<file path="config.mk">
export PLATFORM = sky130hd
export DESIGN_NAME = fifo_wptr_full_flat
export DESIGN_NICKNAME = d
export VERILOG_FILES = /design/src/rtl/fifo_wptr_full_if.sv /design/src/rtl/fifo_wptr_full.sv /design/src/flat_wrapper.sv
export SDC_FILE = /design/constraint.sdc
export NUM_CORES = 1
export LEC_CHECK = 0
export CAP_MARGIN = 25
export CORE_MARGIN = 1.5
export CORE_UTILIZATION = 35
export DETAILED_ROUTE_END_ITERATION = 12
export PLACE_DENSITY = 0.57
export SLEW_MARGIN = 20
export SYNTH_ARGS = -nofsm -noshare
export SYNTH_HDL_FRONTEND = slang
export SYNTH_SLANG_ARGS = --single-unit
</file>
<file path="constraint.sdc">
create_clock -name clk -period 7.8 [get_ports clk]
set_clock_uncertainty 0.1 [all_clocks]
set_input_delay 1.17 -clock clk [delete_from_list [all_inputs] [get_ports clk]]
set_output_delay 1.17 -clock clk [all_outputs]
set_load 0.02 [all_outputs]
</file>
<file path="src/rtl/fifo_wptr_full_if.sv">
// fifo_wptr_full_if: write-pointer stage bus; slave is the pointer block, master drives w_en and the synced read pointer.
interface fifo_wptr_full_if #(parameter int ADDR_WIDTH = 9);
    logic                  w_en;
    logic [ADDR_WIDTH:0]   g_rptr_sync;
    logic [ADDR_WIDTH:0]   binary_wptr;
    logic [ADDR_WIDTH:0]   g_wptr;
    logic                  w_accept;
    logic                  full;
    logic                  almost_full;
    logic [ADDR_WIDTH:0]   fill_level;
    logic                  overflow;
    modport slave (
        input  w_en, g_rptr_sync,
        output binary_wptr, g_wptr, w_accept, full, almost_full, fill_level, overflow
    );
    modport master (
        output w_en, g_rptr_sync,
        input  binary_wptr, g_wptr, w_accept, full, almost_full, fill_level, overflow
    );
endinterface

</file>
<file path="src/rtl/fifo_wptr_full.sv">
// fifo_wptr_full: write-side binary/Gray pointers with full, almost-full, fill level and sticky overflow.
module fifo_wptr_full #(
    parameter int DEPTH      = 512,
    parameter int ADDR_WIDTH = 9,
    parameter int AF_MARGIN  = 4
) (
    input logic              clk,
    input logic              rst,
    fifo_wptr_full_if.slave  bus
);
    localparam int A = ADDR_WIDTH;
    localparam logic [A:0] AF_LEVEL = (A+1)'(DEPTH - AF_MARGIN);
    logic [A:0] b_next, g_next, b_rptr, level;
    assign bus.w_accept = bus.w_en & ~bus.full;
    assign b_next = bus.binary_wptr + {{A{1'b0}}, bus.w_accept};
    assign g_next = b_next ^ (b_next >> 1);
    for (genvar i = 0; i <= A; i++) begin : g_g2b
        assign b_rptr[i] = ^bus.g_rptr_sync[A:i];
    end
    assign level = b_next - b_rptr;
    always_ff @(posedge clk) begin
        if (rst) begin
            bus.binary_wptr <= '0;
            bus.g_wptr      <= '0;
            bus.full        <= 1'b0;
            bus.almost_full <= 1'b0;
            bus.fill_level  <= '0;
            bus.overflow    <= 1'b0;
        end else begin
            bus.binary_wptr <= b_next;
            bus.g_wptr      <= g_next;
            // full: writer is exactly one lap ahead of the reader
            bus.full        <= g_next == {~bus.g_rptr_sync[A:A-1], bus.g_rptr_sync[A-2:0]};
            bus.fill_level  <= level;
            bus.almost_full <= level >= AF_LEVEL;
            bus.overflow    <= bus.overflow | (bus.w_en & bus.full);
        end
    end
endmodule

</file>
<file path="src/flat_wrapper.sv">
// flat-port wrapper written by rule: the top's interface ports become plain ports
module fifo_wptr_full_flat 
#(
    parameter int DEPTH      = 512,
    parameter int ADDR_WIDTH = 9,
    parameter int AF_MARGIN  = 4
)
  (clk, rst, bus_w_en, bus_g_rptr_sync, bus_binary_wptr, bus_g_wptr, bus_w_accept, bus_full, bus_almost_full, bus_fill_level, bus_overflow);
  fifo_wptr_full_if #(.ADDR_WIDTH(ADDR_WIDTH)) bus_i ();
  input logic clk;
  input logic rst;
  input wire logic [$bits(bus_i.w_en)-1:0] bus_w_en;
  input wire logic [$bits(bus_i.g_rptr_sync)-1:0] bus_g_rptr_sync;
  output wire logic [$bits(bus_i.binary_wptr)-1:0] bus_binary_wptr;
  output wire logic [$bits(bus_i.g_wptr)-1:0] bus_g_wptr;
  output wire logic [$bits(bus_i.w_accept)-1:0] bus_w_accept;
  output wire logic [$bits(bus_i.full)-1:0] bus_full;
  output wire logic [$bits(bus_i.almost_full)-1:0] bus_almost_full;
  output wire logic [$bits(bus_i.fill_level)-1:0] bus_fill_level;
  output wire logic [$bits(bus_i.overflow)-1:0] bus_overflow;
  assign bus_i.w_en = bus_w_en;
  assign bus_i.g_rptr_sync = bus_g_rptr_sync;
  assign bus_binary_wptr = bus_i.binary_wptr;
  assign bus_g_wptr = bus_i.g_wptr;
  assign bus_w_accept = bus_i.w_accept;
  assign bus_full = bus_i.full;
  assign bus_almost_full = bus_i.almost_full;
  assign bus_fill_level = bus_i.fill_level;
  assign bus_overflow = bus_i.overflow;
  fifo_wptr_full #(.DEPTH(DEPTH), .ADDR_WIDTH(ADDR_WIDTH), .AF_MARGIN(AF_MARGIN)) u_core (.clk(clk), .rst(rst), .bus(bus_i));
endmodule
</file>
==> impl_results.md, run 1 <==
* Yosys warning count at 0
* Startpoint Class: primary input
* Sw frac at 33.1%
* Final design utilization at 47.2%
* Synth Area in Compound Gates at 11.1%
* R2r setup slk at 4.04 ns
* Top area cells in the synthesized netlist: dfxtp_1, xnor2_1, xor2_1, nor2_1, ha_1
* Post-CTS setup buffer count at 0
* CTS resizes at 0
* First-pass GRT wire length at 7090 um
* Crit path capture: u_core.bus.almost_full$_SDFF_PP0_
* Final WL at 4180 um
* Die Wd at 77.7 um
* Reg2Reg Capture Point: u_core.bus.almost_full$_SDFF_PP0_
* Vias per std cell at 4.78
* DRC at 0
* Hold crit path type: reg -> reg
* Initial antenna violation count at 0
* Top Ports at 47
* Synth Area in Simple Gates at 19.4%
* Clock sink total at 32
* Core box area at 5440 um2
* Layout area overhead at 31.2%
* Library cells used by synthesis at 41
* # setup viols final at 0
* RSZ-0062 raised after global routing: false
* Vias in the first global route at 1,535
* Fmax at 198 MHz
* Sequential share of power at 36.2%
* Gate Count Post-Synth at 224
* # fillers at 538
* Maximum root-to-sink buffer count at 2
* Clk pwr share at 25.8%
* Worst skew pair latency at 0.29 ns
* VDD IR max at 0.134 mV
* #FFs+latches synth at 32
* Cell area after layout at 2560 um2
* Inserted Clock Buffers at 5
* Syn_nets at 248
* Placed Cells at 334
* Post-synth top area cell: dfxtp_1
* Syn Area/Cell at 8.72 um2
* GRT Residual Overflow at 0
* Area share of the leading cell type in the synthesized netlist at 32.8%
* Cell area after synthesis at 1950 um2
* NumNets Final at 293
* Worst Tran Pin Value at 0.575 ns
* CTS tree: done
* Main combinational cell family by area after synthesis: XOR/XNOR gates
* Die height at 77.7 um
* Critical path required time at 7.90 ns
* Rows at 27
* Reg-to-Reg Start: u_core.bus.full$_SDFF_PP0_
* Final min period at 5.04 ns
* Largest net degree at the start of global routing at 34
* Layout Cells excl Fill at 342
* CP Capture Type: register
* P_sw at 0.172 mW
* Die area at 6040 um2
* Final cycle utilization of the critical path at 64.6%
* I/O Buffers at 46
* GR Util All Layers at 14.9%
* Slew HR at 61.4%
* Crit path max fanout at 5
* Worst Path Arrival at 5.14 ns
* Most common cell after layout, fill and taps aside: clkdlybuf4s50_1
* CTS root buf: clkbuf_8
* LEAKAGE at 1.00 nW
* # diodes at 0
* Antenna Nets Post-Route at 0
* Crit path kind: in -> reg
* Power per cell area at 202 nW/um2
* Fraction of registers with async set/reset at 0%
* Mux share of post-synthesis cell area at 0%
* Register area share after synthesis at 32.8%
* Setup crit start: bus_g_rptr_sync[9]
* Total negative slack at 0 ns
* Half-perimeter wire length after placement at 3230 um
* Vias at 1,634
* Hold Worst Slack at 0.379 ns
* Max-cap violations at 0
* GP Congestion at 0.789
* Internal power at 0.347 mW
* Worst R2R Path Depth at 14
* Most frequent cells in the layout: clkdlybuf4s50_1, nor2_1, xnor2_1, dfxtp_1, xor2_1
* DRT iter0 DRCs at 56
* Post-synth EDFFs at 0
* Status: finished clean
* Adder-Cell Fraction of Synth Area at 7.43%
* Logic pwr share at 38.0%
* Htree depth at 2
* Final Hold Violating Endpoints at 0
* DR WL/cell at 12.2 um
* Initial core utilization at 35.9%
* Drt pass-1 iters at 4
* Placed Area at 2470 um2
* Ys flop type: dfxtp_1
* Synth Area in XOR/XNOR at 25.9%
* Hold Buf Count CTS at 0
* Clk pin slew, worst setup/hold paths at 0.07 ns
* Final slew viol count at 0
* Share of layout cells above drive strength 1 at 4.07%
[layout make-up]
type	count	area, um2	area share, %
multi-input cells	175	1250	48.6
flip-flops and latches	32	641	25.0
repair buffers	47	468	18.2
clock buffers	8	90.1	3.51
well taps	72	90.1	3.51
inverters	8	30.0	1.17
[routing by layer]
metal	part of all wire (%)	up-vias	GRT usage, %
met1	47	748	19.4
met2	48	37	24.7
met3	3.4	7	3.18
met5	0	-	0
met4	1.2	0	4.36
li1	-	842	-
[stage by stage]
| step | setup WS, ns | power, mW |
|---|---|---|
| detailed placement | 2.44 | 0.389 |
| global placement | 2.54 | 0.391 |
| global route | 2.56 | 0.553 |
| floorplan | 3.22 | 0.324 |
| CTS | 2.72 | 0.527 |
| finish | 2.76 | 0.519 |
[power groups by stage]
stage,Clock [mW],Sequential [mW],Combinational (mW)
after floorplan,0,0.214,0.110
after CTS,0.138,0.188,0.200
final,0.134,0.188,0.197
after global routing,0.147,0.190,0.217
after detailed placement,0,0.192,0.197
after global placement,0,0.192,0.199
[critical path: stages]
cell             delay [ns]
clkdlybuf4s50_1        0.56
xnor3_2                0.41
xor3_2                 0.46
xnor2_1                0.27
xnor2_1                0.12
ha_1                   0.22
fa_1                   0.40
nor2b_1                0.12
o21ai_0                0.08
nand2b_1               0.13
xnor2_1                0.10
or4_1                  0.47
or4_1                  0.42
o32ai_2                0.19
[sequential cells by signal, summed over array words and instances (netlist names)]
| name | flops |
|---|---|
| u_core.bus.binary_wptr | 9 |
| u_core.bus.g_wptr | 10 |
| u_core.bus.overflow | 1 |
| u_core.bus.almost_full | 1 |
| u_core.bus.full | 1 |
| u_core.bus.fill_level | 10 |
[synth_stat cells, types with 2 or more instances]
cell type and number:
nand2_1 14, nor3_1 4, nand2b_1 2, xnor2_1 32, clkbuf_1 8, o22ai_1 2, a21o_1 3, o21a_1 2
inv_1 8, o211ai_1 2, ha_1 10, nor2b_1 6, nor2_1 36, xor2_1 17, dfxtp_1 32, a2111oi_0 2
a21oi_1 9, o21ai_0 5, or4_1 2, nand4_1 4, nand3_1 4
[cells by family after synthesis]
family,Yosys count
fa+ha+maj,11
buf+inv,17
simple gates,80
xor+xnor,52
compound gates,32
flops,32
[worst min-delay path by stage]
stage / from / to / depth (start not counted)
6_report: u_core.bus.overflow$_SDFF_PP0_ / u_core.bus.overflow$_SDFF_PP0_ / 2
5_1_grt: u_core.bus.overflow$_SDFF_PP0_ / u_core.bus.overflow$_SDFF_PP0_ / 2
4_1_cts: u_core.bus.overflow$_SDFF_PP0_ / u_core.bus.overflow$_SDFF_PP0_ / 2
3_5_place_dp: u_core.bus.overflow$_SDFF_PP0_ / u_core.bus.overflow$_SDFF_PP0_ / 2
3_3_place_gp: u_core.bus.overflow$_SDFF_PP0_ / u_core.bus.overflow$_SDFF_PP0_ / 2
2_1_floorplan: u_core.bus.overflow$_SDFF_PP0_ / u_core.bus.overflow$_SDFF_PP0_ / 2
(Power assumes the default switching activity.)
==> run 2, diff against run 1 <==
--- a/config.mk
+++ b/config.mk
@@ -9,7 +9,7 @@
 export CORE_MARGIN = 1.5
 export CORE_UTILIZATION = 35
 export DETAILED_ROUTE_END_ITERATION = 12
-export PLACE_DENSITY = 0.57
+export PLACE_DENSITY = 0.59
 export SLEW_MARGIN = 20
 export SYNTH_ARGS = -nofsm -noshare
 export SYNTH_HDL_FRONTEND = slang
==> constraint.sdc (replaced) <==
create_clock -name clk -period 4.3 [get_ports clk]
set_clock_uncertainty 0.1 [all_clocks]
set_input_delay 0.645 -clock clk [delete_from_list [all_inputs] [get_ports clk]]
set_output_delay 0.645 -clock clk [all_outputs]
set_load 0.02 [all_outputs]
==> run 2 against run 1 <==
Effect of this change: worst setup slack got worse by 2.6 ns; combinational power increased to 2.6 times the previous value; cell area grew 14%; hold slack is essentially flat; routed wire length grew 13%; clock-buffer cell count fell by 2; flip-flop and latch count unchanged; highest routed layer unchanged; final cell count rose by 10%; largest cell class unchanged.
==> impl_results.md, run 2 (synthesized netlist as in run 1, its figures left out) <==
* Worst Tran Pin Value at 0.416 ns
* CTS tree: done
* Final slew viol count at 0
* Final Hold Violating Endpoints at 0
* Maximum root-to-sink buffer count at 2
* Most common cell after layout, fill and taps aside: clkdlybuf4s50_1
* Htree depth at 2
* VDD IR max at 0.319 mV
* Met1 Track Usage GR at 22.1%
* First-pass GRT wire length at 7710 um
* Gr busiest metal: met2
* Hold Worst Slack at 0.379 ns
* NumNets Final at 329
* Largest registers: u_core.bus.fill_level x10, u_core.bus.g_wptr x10, u_core.bus.binary_wptr x9
* Vias at 1,763
* Met3 usage at 5.06%
* Final min period at 4.11 ns
* Antenna Nets Post-Route at 0
* # diodes at 0
* Power per cell area at 370 nW/um2
* Most frequent cells in the layout: clkdlybuf4s50_1, nor2_1, buf_4
* Internal power at 0.727 mW
* Sequential share of power at 31.6%
* Slew HR at 72.0%
* Share of layout cells above drive strength 1 at 19.7%
* Initial core utilization at 35.9%
* DRC at 0
* Fmax at 244 MHz
* Vias per std cell at 4.68
* Final WL at 4710 um
* Die Wd at 77.7 um
* Status: finished clean
* Layout area overhead at 49.6%
* Crit path max fanout at 2
* Max-cap violations at 0
* Worst skew pair latency at 0.29 ns
* Critical path required time at 4.41 ns
* Clk pwr share at 20.5%
* Hold crit path type: reg -> reg
* Largest net degree at the start of global routing at 34
* Clk pin slew, worst setup/hold paths at 0.07 ns
* Drt pass-1 iters at 5
* GRT Residual Overflow at 0
* Hold Buf Count CTS at 0
* Half-perimeter wire length after placement at 3490 um
* Clock sink total at 32
* DRT iter0 DRCs at 118
* DR WL/cell at 12.5 um
* Sw frac at 32.8%
* Final cycle utilization of the critical path at 95.5%
* Die height at 77.7 um
* Core box area at 5440 um2
* Tot Pwr at 1.08 mW
* Initial antenna violation count at 0
* CTS root buf: clkbuf_8
* P_sw at 0.355 mW
* Rows at 27
* M2 GR Usage at 25.7%
* Worst Path Arrival at 4.21 ns
* Inserted Clock Buffers at 5
* Logic pwr share at 47.9%
* GP Congestion at 0.769
* CP Capture Type: register
* Top Ports at 47
* Die area at 6040 um2
* Startpoint Class: primary input
* I/O Buffers at 46
* GR Util All Layers at 16.4%
* Crit path kind: in -> reg
* LEAKAGE at 1.24 nW
* # setup viols final at 0
* Vias in the first global route at 1,640
[run 2: changes by cell type in the layout (fill, tap and decap cells not counted), moves of 3 or more]
cell,previous run,this run
buf_4,1,35
xnor2_1,32,27
xnor2_2,0,5
clkdlybuf4s50_1,46,43
dlymetal6s2s_1,0,3
[run 2: area by class of cell]
type | instances | area [um2]
Fill cell | 511 | 2510
Multi-Input combinational cell | 175 | 1330
Timing Repair Buffer | 83 | 753
Sequential cell | 32 | 641
Tap cell | 72 | 90.1
Clock buffer | 6 | 72.6
Inverter | 8 | 30.0
Clock inverter | 1 | 5.00
[run 2: routing by layer]
layer / up-vias / wire length, um
li1: 912 / -
met1: 814 / 2210
met2: 32 / 2290
met3: 5 / 172
met4: 0 / 38
met5: - / 0
[run 2: through the flow]
stage	utilization (%)	setup WS (ns)	area (um2)	setup TNS, ns	std cells
floorplan	-	0.245	1950	0	224
global placement	49.6	-0.311	2700	-0.456	364
detailed placement	49.6	-0.390	2700	-0.523	364
CTS	51.3	0.00148	2790	0	371
global route	53.8	-0.0315	2920	-0.0315	377
finish	53.8	0.194	2920	0	377
[run 2: timing repair]
action,4_1_cts,5_1_grt
gates resized for setup,2,21
setup endpoints to repair,1,3
pin swaps,4,15
cloned,0,0
buffers inserted,0,6
[run 2: path summary, 6_finish.rpt]
check / start / end / slack [ns] / depth (start not counted)
worst max-delay path: bus_g_rptr_sync[4] / u_core.bus.almost_full$_SDFF_PP0_ / 0.19 / 15
worst min-delay path: u_core.bus.overflow$_SDFF_PP0_ / u_core.bus.overflow$_SDFF_PP0_ / 0.38 / 2
worst max register to register: u_core.bus.full$_SDFF_PP0_ / u_core.bus.almost_full$_SDFF_PP0_ / 0.79 / 14
worst min register to register: u_core.bus.overflow$_SDFF_PP0_ / u_core.bus.overflow$_SDFF_PP0_ / 0.38 / 2
[run 2: power groups by stage]
| stage | Clock, mW | Combinational, mW | Sequential, mW |
|---|---|---|---|
| 2_1_floorplan | 0 | 0.199 | 0.389 |
| 3_3_place_gp | 0 | 0.440 | 0.348 |
| 3_5_place_dp | 0 | 0.441 | 0.349 |
| 4_1_cts | 0.223 | 0.451 | 0.342 |
| 5_1_grt | 0.242 | 0.566 | 0.345 |
| 6_report | 0.222 | 0.519 | 0.342 |
[run 2: critical path, stage by stage]
cell	delay (ns)
clkdlybuf4s50_1	0.46
xnor2_1	0.26
xor3_2	0.42
xnor2_2	0.16
xnor2_1	0.15
ha_2	0.21
fa_2	0.36
nor2b_1	0.13
o21ai_1	0.07
nand2b_1	0.13
buf_4	0.14
o211ai_1	0.12
nor3b_2	0.19
or4_4	0.52
o32ai_2	0.24
==> RTL edit (settings of run 2) <==
`ADDR_WIDTH` is set to 9 in 3 places; all go to 10.
--- a/src/rtl/fifo_wptr_full_if.sv
+++ b/src/rtl/fifo_wptr_full_if.sv
@@ -1,5 +1,5 @@
 // fifo_wptr_full_if: write-pointer stage bus; slave is the pointer block, master drives w_en and the synced read pointer.
-interface fifo_wptr_full_if #(parameter int ADDR_WIDTH = 9);
+interface fifo_wptr_full_if #(parameter int ADDR_WIDTH = 10);
     logic                  w_en;
     logic [ADDR_WIDTH:0]   g_rptr_sync;
     logic [ADDR_WIDTH:0]   binary_wptr;
--- a/src/rtl/fifo_wptr_full.sv
+++ b/src/rtl/fifo_wptr_full.sv
@@ -1,7 +1,7 @@
 // fifo_wptr_full: write-side binary/Gray pointers with full, almost-full, fill level and sticky overflow.
 module fifo_wptr_full #(
     parameter int DEPTH      = 512,
-    parameter int ADDR_WIDTH = 9,
+    parameter int ADDR_WIDTH = 10,
     parameter int AF_MARGIN  = 4
 ) (
     input logic              clk,
--- a/src/flat_wrapper.sv
+++ b/src/flat_wrapper.sv
@@ -2,7 +2,7 @@
 module fifo_wptr_full_flat 
 #(
     parameter int DEPTH      = 512,
-    parameter int ADDR_WIDTH = 9,
+    parameter int ADDR_WIDTH = 10,
     parameter int AF_MARGIN  = 4
 )
   (clk, rst, bus_w_en, bus_g_rptr_sync, bus_binary_wptr, bus_g_wptr, bus_w_accept, bus_full, bus_almost_full, bus_fill_level, bus_overflow);
Ports: changed (resized bus_binary_wptr, bus_fill_level, bus_g_rptr_sync and bus_g_wptr); port bits go from 47 to 51. No check against the original RTL was run, so the function may have changed too.
==> RTL edit against run 2 <==
  * Worst setup slack better by 0.0031 ns
  * Sequential power is 7.3% higher
  * First-iteration DRC count fell by 64%
  * Power rose by 10%
  * Synthesized area rose by 10%
  * Largest power group unchanged
  * Sequential cell count grew 3
  * Cell area grew 6.8%
  * Critical path depth increased by 3
  * Routed wire length up 2.0%
==> RTL edit: results (changes against run 2) <==
<table>
<tr><th>Metric</th><th>Value</th></tr>
<tr><th colspan="2">Synthesis</th></tr>
<tr><td>Adder-cell area share of the yosys netlist</td><td>7.27% (was 7.43%)</td></tr>
<tr><td>Post-synthesis sequential area ratio</td><td>32.6% (was 32.8%)</td></tr>
<tr><td>Portion of netlist area occupied by mux cells</td><td>0.931% (was 0%)</td></tr>
<tr><td>Area share of xor/xnor cells in the synthesized design</td><td>28.8% (was 25.9%)</td></tr>
<tr><td>Post-synth top cells</td><td>nor2_1, dfxtp_1, xnor2_1, xor2_1, inv_1 (was nor2_1, dfxtp_1, xnor2_1, xor2_1, nand2_1)</td></tr>
<tr><td>Top area cells in the synthesized netlist</td><td>dfxtp_1, xnor2_1, xor2_1 (unchanged)</td></tr>
<tr><td>Distinct cell type count of the synthesized netlist</td><td>48 (was 41)</td></tr>
<tr><th colspan="2">Power and ir drop</th></tr>
<tr><td>Static leakage</td><td>1.36 nW (was 1.24 nW)</td></tr>
<tr><td>Maximum vdd drop</td><td>153 uV (was 319 uV)</td></tr>
<tr><th colspan="2">Placement</th></tr>
<tr><td>Cell count after placement</td><td>382 (was 364)</td></tr>
<tr><td>Buffers on Ports</td><td>50 (was 46)</td></tr>
<tr><td>Detail Placement HPWL</td><td>3770 um (was 3490 um)</td></tr>
<tr><td>DP Area</td><td>2950 um^2 (was 2700 um^2)</td></tr>
<tr><th colspan="2">Timing</th></tr>
<tr><td>Final hold slack</td><td>0.367 ns (was 0.379 ns)</td></tr>
<tr><th colspan="2">Critical path</th></tr>
<tr><td>Max stage delay on crit path</td><td>0.55 ns (was 0.52 ns)</td></tr>
<tr><td>Peak fanout along the critical path</td><td>3 (was 2)</td></tr>
<tr><th colspan="2">Global route</th></tr>
<tr><td>Global Route Usage Sum</td><td>16.2% (was 16.4%)</td></tr>
<tr><td>Wire length of the first global-routing pass</td><td>8000 um (was 7710 um)</td></tr>
<tr><th colspan="2">Route</th></tr>
<tr><td>Number of vias per cell</td><td>4.68 (about the same)</td></tr>
<tr><td>Wirelength per Cell</td><td>12.3 um (was 12.5 um)</td></tr>
<tr><td>TritonRoute pass-1 iters</td><td>4 (was 5)</td></tr>
<tr><td>Total wire length after detailed routing</td><td>4800 um (was 4710 um)</td></tr>
<tr><th colspan="2">Cells and area</th></tr>
<tr><td>Regs by FF count</td><td>u_core.bus.fill_level: 11 flops, u_core.bus.g_wptr: 11 flops, u_core.bus.binary_wptr: 10 flops (was u_core.bus.fill_level: 10 flops, u_core.bus.g_wptr: 10 flops, u_core.bus.binary_wptr: 9 flops)</td></tr>
<tr><td>Design area</td><td>3120 um^2 (was 2920 um^2)</td></tr>
<tr><td>Filler cell count</td><td>560 (was 511)</td></tr>
<tr><th colspan="2">Outcome</th></tr>
<tr><td>Result of the run</td><td>finished clean (unchanged)</td></tr>
</table>
-- RTL edit: cell count changes after synthesis, sizes merged, moves of 3 or more --
cell    change
a21oi       -6
nand3       +7
nand2       -7
buf         +4
or3         +3
dfxtp       +3
clkbuf      -6
inv         +8
-- RTL edit: cell type report --
type | count | area share [%]
Clock buffer | 6 | 2.65
Inverter | 16 | 2.00
Multi-Input combinational cell | 173 | 44.2
Clock inverter | 2 | 1.12
Tap cell | 75 | 3.01
Timing Repair Buffer | 85 | 24.5
Sequential cell | 35 | 22.4
-- RTL edit: power by group --
part           internal, mW  switching (mW)
Combinational         0.265           0.249
Clock                 0.188           0.123
Sequential            0.358         0.00971
Total                 0.811           0.382
-- RTL edit: what timing repair did --
action / 4_1_cts / 5_1_grt
endpoints found under the setup margin: 3 / 4
setup buffers: 1 / 1
pin swaps: 3 / 6
gates resized for setup: 5 / 7
-- RTL edit: worst max-delay path by stage --
| stage | startpoint | endpoint | cells past startpoint |
|---|---|---|---|
| finish | bus_g_rptr_sync[5] | u_core.bus.almost_full$_SDFF_PP0_ | 18 |
| global route | bus_g_rptr_sync[5] | u_core.bus.almost_full$_SDFF_PP0_ | 18 |
| CTS | bus_g_rptr_sync[6] | u_core.bus.almost_full$_SDFF_PP0_ | 18 |
| detailed placement | bus_g_rptr_sync[9] | u_core.bus.almost_full$_SDFF_PP0_ | 18 |
| global placement | bus_g_rptr_sync[9] | u_core.bus.almost_full$_SDFF_PP0_ | 18 |
| floorplan | bus_g_rptr_sync[9] | u_core.bus.almost_full$_SDFF_PP0_ | 17 |
-- RTL edit: routing by layer --
metal  wire length, um  GRT usage (%)  vias to the layer above
met4                96           7.07                        0
li1                  -              -                      941
met5                 0              0                        -
met1              2240           22.3                      844
met2              2220           23.8                       41
met3               255           3.93                        9
